<file path="src/rtl/mem_arbiter.sv">
// Round-robin two-master arbiter for the shared 16x8 instruction/data memory.
// Optional lock/burst hold is built when MEM_ARB_LOCK_EN is defined.
module mem_arbiter #(
  parameter int ADDR_W    = 4,
  parameter int DATA_W    = 8,
  parameter int MAX_BURST = 4
) (
  input  logic              clk,
  input  logic              clr,
  input  logic              m0_req,
  input  logic              m1_req,
  input  logic              m0_write,
  input  logic              m1_write,
  input  logic [ADDR_W-1:0] m0_addr,
  input  logic [ADDR_W-1:0] m1_addr,
  input  logic [DATA_W-1:0] m0_wdata,
  input  logic [DATA_W-1:0] m1_wdata,
  input  logic              m0_lock,
  input  logic              m1_lock,
  output logic              m0_gnt,
  output logic              m1_gnt,
  output logic [DATA_W-1:0] m0_rdata,
  output logic [DATA_W-1:0] m1_rdata,
  output logic              m0_rvalid,
  output logic              m1_rvalid,
  output logic              mem_read,
  output logic              mem_write,
  output logic [ADDR_W-1:0] mem_addr,
  output logic [DATA_W-1:0] mem_wdata,
  input  logic [DATA_W-1:0] mem_rdata
);

  typedef enum logic [1:0] {IDLE, G0, G1} state_t;

  state_t r_state;
  state_t w_nextState;
  logic   r_last;
  logic   w_nextLast;
  logic   w_hold0;
  logic   w_hold1;

`ifdef MEM_ARB_LOCK_EN
  localparam int CNT_W = $clog2(MAX_BURST);

  logic [CNT_W-1:0] r_burstCnt;
  logic [CNT_W-1:0] w_nextBurstCnt;

  // A locked owner keeps the grant until it has had MAX_BURST cycles in a row.
  always_comb begin
    w_hold0        = (r_state == G0) && m0_req && m0_lock && (r_burstCnt < CNT_W'(MAX_BURST - 1));
    w_hold1        = (r_state == G1) && m1_req && m1_lock && (r_burstCnt < CNT_W'(MAX_BURST - 1));
    w_nextBurstCnt = (w_hold0 || w_hold1) ? r_burstCnt + 1'b1 : '0;
  end

  always_ff @(posedge clk or negedge clr) begin
    if (!clr) begin
      r_burstCnt <= '0;
    end else begin
      r_burstCnt <= w_nextBurstCnt;
    end
  end
`else
  logic w_unusedLock;

  assign w_unusedLock = ^{m0_lock, m1_lock, (MAX_BURST > 0)};
  assign w_hold0      = 1'b0;
  assign w_hold1      = 1'b0;
`endif

  always_comb begin
    w_nextState = IDLE;
    w_nextLast  = r_last;
    if (w_hold0) begin
      w_nextState = G0;
    end else if (w_hold1) begin
      w_nextState = G1;
    end else if (m0_req && m1_req) begin
      w_nextState = r_last ? G0 : G1;
    end else if (m0_req) begin
      w_nextState = G0;
    end else if (m1_req) begin
      w_nextState = G1;
    end
    if (w_nextState == G0) begin
      w_nextLast = 1'b0;
    end else if (w_nextState == G1) begin
      w_nextLast = 1'b1;
    end
  end

  // last resets to 1 so that master 0 wins the very first tie.
  always_ff @(posedge clk or negedge clr) begin
    if (!clr) begin
      r_state <= IDLE;
      r_last  <= 1'b1;
    end else begin
      r_state <= w_nextState;
      r_last  <= w_nextLast;
    end
  end

  assign m0_gnt = (r_state == G0);
  assign m1_gnt = (r_state == G1);

  // A granted master that has dropped req wastes the slot: no strobes at all.
  always_comb begin
    mem_read  = 1'b0;
    mem_write = 1'b0;
    mem_addr  = '0;
    mem_wdata = '0;
    case (r_state)
      G0: begin
        if (m0_req) begin
          mem_addr  = m0_addr;
          mem_wdata = m0_wdata;
          mem_write = m0_write;
          mem_read  = !m0_write;
        end
      end
      G1: begin
        if (m1_req) begin
          mem_addr  = m1_addr;
          mem_wdata = m1_wdata;
          mem_write = m1_write;
          mem_read  = !m1_write;
        end
      end
      default: begin
        mem_read  = 1'b0;
        mem_write = 1'b0;
      end
    endcase
  end

  always_ff @(posedge clk or negedge clr) begin
    if (!clr) begin
      m0_rdata  <= '0;
      m1_rdata  <= '0;
      m0_rvalid <= 1'b0;
      m1_rvalid <= 1'b0;
    end else begin
      m0_rvalid <= 1'b0;
      m1_rvalid <= 1'b0;
      if ((r_state == G0) && m0_req && !m0_write) begin
        m0_rdata  <= mem_rdata;
        m0_rvalid <= 1'b1;
      end
      if ((r_state == G1) && m1_req && !m1_write) begin
        m1_rdata  <= mem_rdata;
        m1_rvalid <= 1'b1;
      end
    end
  end

endmodule

</file>
<file path="config.mk">
export PLATFORM = sky130hd
export DESIGN_NAME = mem_arbiter
export DESIGN_NICKNAME = d
export VERILOG_FILES = /design/src/rtl/mem_arbiter.sv
export SDC_FILE = /design/constraint.sdc
export NUM_CORES = 1
export LEC_CHECK = 0
export CAP_MARGIN = 20
export CORE_MARGIN = 2
export CORE_UTILIZATION = 38
export DETAILED_ROUTE_END_ITERATION = 8
export GPL_TIMING_DRIVEN = 1
export MAX_ROUTING_LAYER = met4
export PLACE_DENSITY = 0.88
export RECOVER_POWER = 100
export SLEW_MARGIN = 40
export SYNTH_ARGS = -nofsm -noshare
export SYNTH_HDL_FRONTEND = slang
export SYNTH_SLANG_ARGS = --single-unit
</file>
<file path="constraint.sdc">
create_clock -name clk -period 3.4 [get_ports clk]
set_clock_uncertainty 0.2 [all_clocks]
set_input_delay 0.68 -clock clk [delete_from_list [all_inputs] [get_ports clk]]
set_output_delay 0.68 -clock clk [all_outputs]
set_load 0.03 [all_outputs]
</file>
==> run summary <==
Status - complete, no violations
Worst r2r path cells - 6
Total number of cells along the worst setup path - 4
Fmax - 305 MHz
Critical Path, Cell by Cell - clkdlybuf4s50_1 > nand3_1 > a21oi_1 > dlygate4sd3_1
Worst vdd rail ir drop - 0.000384 V
CTS tree - built
Avg Inst Size Synth - 11.1 um2
Cell leakage power - 0.000770 uW
Fillers - 240
Clock sinks - 21
Number of gates resized after cts - 0
Max_cap viols - 0
Crit path buffers/inverters - 2
Cell type with the highest aggregate area in the netlist - sky130_fd_sc_hd__dfrtp_1
Count of placed standard cells in the final layout, fillers left out - 204
Width of the die - 58.0 um
Starting utilization of the core area - 40.1%
Wire length of the first global-routing pass - 4920 um
Starting DRC count in detailed routing - 14
Antenna cells - 0
Required time of the critical path - 2.52 ns
Final sum of negative setup slack - 0 ns
Min-Delay Path Depth - 1
Worst-Margin Slew - 1.04 ns
Setup repair after global routing missed its margin - false
Overall routed net length - 2800 um
Type of the worst min-delay path - reg2reg
Arrival time reported for the critical path endpoint - 2.39 ns
Critical path's top delay family - buffers and inverters
Average detailed-routed wire length per instance - 13.7 um
Drt pass-1 iters - 4
Vias in the first global route - 1090
Standard-cell row count - 19
Total CTS buffers - 3
Cell with the largest stage delay on the worst path - sky130_fd_sc_hd__dlygate4sd3_1
Final critical-path share of the clock period - 96.3%
Pin count of the biggest net entering global routing - 22
Stage delay of the slowest cell on the critical path - 0.76 ns
Remaining design rule violation count - 0
Post-synth net total - 143
Startpoint types - input pin
Fin nets - 217
Post-route worst setup slack - 0.126 ns
Clk buf depth - 2
Area grow syn2layout - 59.4%
Total global-route track usage - 19.3%
Number of antenna violations at the first check in global routing - 0
Die height - 58.0 um
Minimum hold slack - 0.294 ns
Total via count after detailed routing - 1056
Number of warning messages in the yosys log - 0
Post-Place Setup Slack - 0.158 ns
Insertion delay to the later sink of the worst-skew pair - 0.30 ns
Post-synthesis sequential area ratio - 47.6%
Global-route congestion overflow total - 0
Critical path origin - m0_req
Total of flip-flops plus latches after synthesis - 21
Final HPWL DP - 2310 um
Count of mapped cells out of synthesis - 100
Maximum level of the CTS H-tree - 1
Hold Violations, Final - 0
# IOs - 74
Hold Startpoint - m1_rdata[0]
Slew margin rel. - 30.6%
Post-CTS setup buffers - 0
Number of max-slew violations in the final report - 0
Biggest area contributors in the synthesized netlist - sky130_fd_sc_hd__dfrtp_1 (45%), sky130_fd_sc_hd__nand3_1 (12%), sky130_fd_sc_hd__mux2_4 (11%)
Clk pin slew, worst setup/hold paths - 0.11 ns
Post-route ant nets - 0
Fraction of final layout cells with drive strength greater than 1 - 13.9%
Share of Yosys cell area claimed by the top area cell type - 45.2%
Pwr dens - 478 mW/mm2
Weighted congestion reported at the end of routability-driven placement - 0.764
Worst setup path class - in2out
Critical path capture point type - output port
CTS root buffer - sky130_fd_sc_hd__clkbuf_4
CORE AREA - 0.00276 mm2
Setup Viol. Count Final - 0
Final critical path time including I/O delays and setup - 3.27 ns
# port buffers - 71
Placed insts - 200
Total of hold buffers inserted after clock tree synthesis - 0
Area of the die - 0.00336 mm2
Worst-path fanout max - 10
Number of distinct library cells after synthesis - 17
Utilization of the core after routing - 63.9%
Number of vias per cell after detailed routing - 5.18
Summed instance area of the synthesized netlist - 0.00111 mm2
Reg2Reg Launch Point - r_state[0]
-- final timing paths --
| path | to | slack, ns |
|---|---|---|
| max | mem_wdata[0] | 0.13 |
| min | m1_rdata[0] | 0.29 |
| max reg2reg | m1_rdata[2] | 1.13 |
| min reg2reg | m1_rdata[0] | 0.29 |
| max in group asynchronous | m1_rdata[7] | 2.04 |
| min in group asynchronous | m1_rdata[0] | 0.33 |
-- metrics by stage --
stage	total power, uW	instance area [um2]
6_report	843	1760
5_1_grt	897	1760
4_1_cts	903	1850
3_5_place_dp	789	1820
3_3_place_gp	778	1820
2_1_floorplan	586	1110
-- layer usage --
metal / up-vias / track usage (%) / share of wire (%)
li1: 501 / - / -
met1: 486 / 23.7 / 41
met2: 69 / 32.5 / 48
met3: 0 / 4.46 / 11
met4: 0 / 3.99 / 0
met5: - / - / 0
-- synth_stat cells (all sizes together) --
library cell,number
nand3,26
a21boi,2
inv,5
clkbuf,1
a21oi,15
ha,3
buf,7
nor2,1
nand3b,3
dfrtp,20
dfstp,1
mux2,16
-- flip-flops by register name, indices dropped and copies added, names as in the netlist --
| register | count |
|---|---|
| m0_rdata | 8 |
| m0_rvalid | 1 |
| m1_rdata | 8 |
| m1_rvalid | 1 |
| r_last | 1 |
| r_state | 2 |
-- cell usage in the layout, fill, tap and decap left out, types with 2 or more instances in the layout --
master                            netlist  layout
sky130_fd_sc_hd__dlygate4sd3_1          0      23
sky130_fd_sc_hd__mux2_2                 8       8
sky130_fd_sc_hd__dfrtp_1               20      20
sky130_fd_sc_hd__inv_1                  5       5
sky130_fd_sc_hd__a21oi_1               15      15
sky130_fd_sc_hd__nand3_1               26      26
sky130_fd_sc_hd__buf_4                  2       3
sky130_fd_sc_hd__clkbuf_4               0       3
sky130_fd_sc_hd__clkdlybuf4s50_1        0      36
sky130_fd_sc_hd__clkbuf_2               0       5
sky130_fd_sc_hd__nand3b_1               1       2
sky130_fd_sc_hd__a21boi_0               2       2
sky130_fd_sc_hd__mux2_4                 8       2
sky130_fd_sc_hd__clkbuf_1               1      10
sky130_fd_sc_hd__mux2_1                 0       6
sky130_fd_sc_hd__ha_1                   3       3
-- worst reg2reg max path, delay by kind of cell (launching register included) --
kind | cells | cell delay (ns)
buffers and inverters | 3 | 0.76
flip-flops | 1 | 0.42
AND/OR/NAND/NOR | 1 | 0.08
multiplexers | 1 | 0.39
adder cells (fa/ha/maj) | 1 | 0.32
-- area by class of cell --
| class | instances | area (um2) | area share [%] |
|---|---|---|---|
| inverters | 5 | 18.8 | 1.06 |
| flip-flops and latches | 21 | 527 | 29.9 |
| clock inverters | 1 | 5.00 | 0.284 |
| well taps | 31 | 38.8 | 2.20 |
| clock buffers | 3 | 22.5 | 1.28 |
| repair buffers | 77 | 676 | 38.3 |
| multi-input cells | 66 | 475 | 27.0 |
-- power by group --
group | switching [uW] | internal [uW]
clock | 70.2 | 43.8
sequential | 28.9 | 310
combinational | 219 | 171
-- kinds of logic (layout without fill, tap and decap cells) --
group / Yosys count / count (layout) / share of synthesized area (%)
AO/OA/AOI/OAI: 17 / 17 / 8.14
adder cells (fa/ha/maj): 3 / 3 / 3.39
buffers and inverters: 13 / 86 / 6.22
flip-flops: 21 / 21 / 47.6
multiplexers: 16 / 16 / 19.0
AND/OR/NAND/NOR: 30 / 30 / 15.6
(Power assumes the default switching activity.)
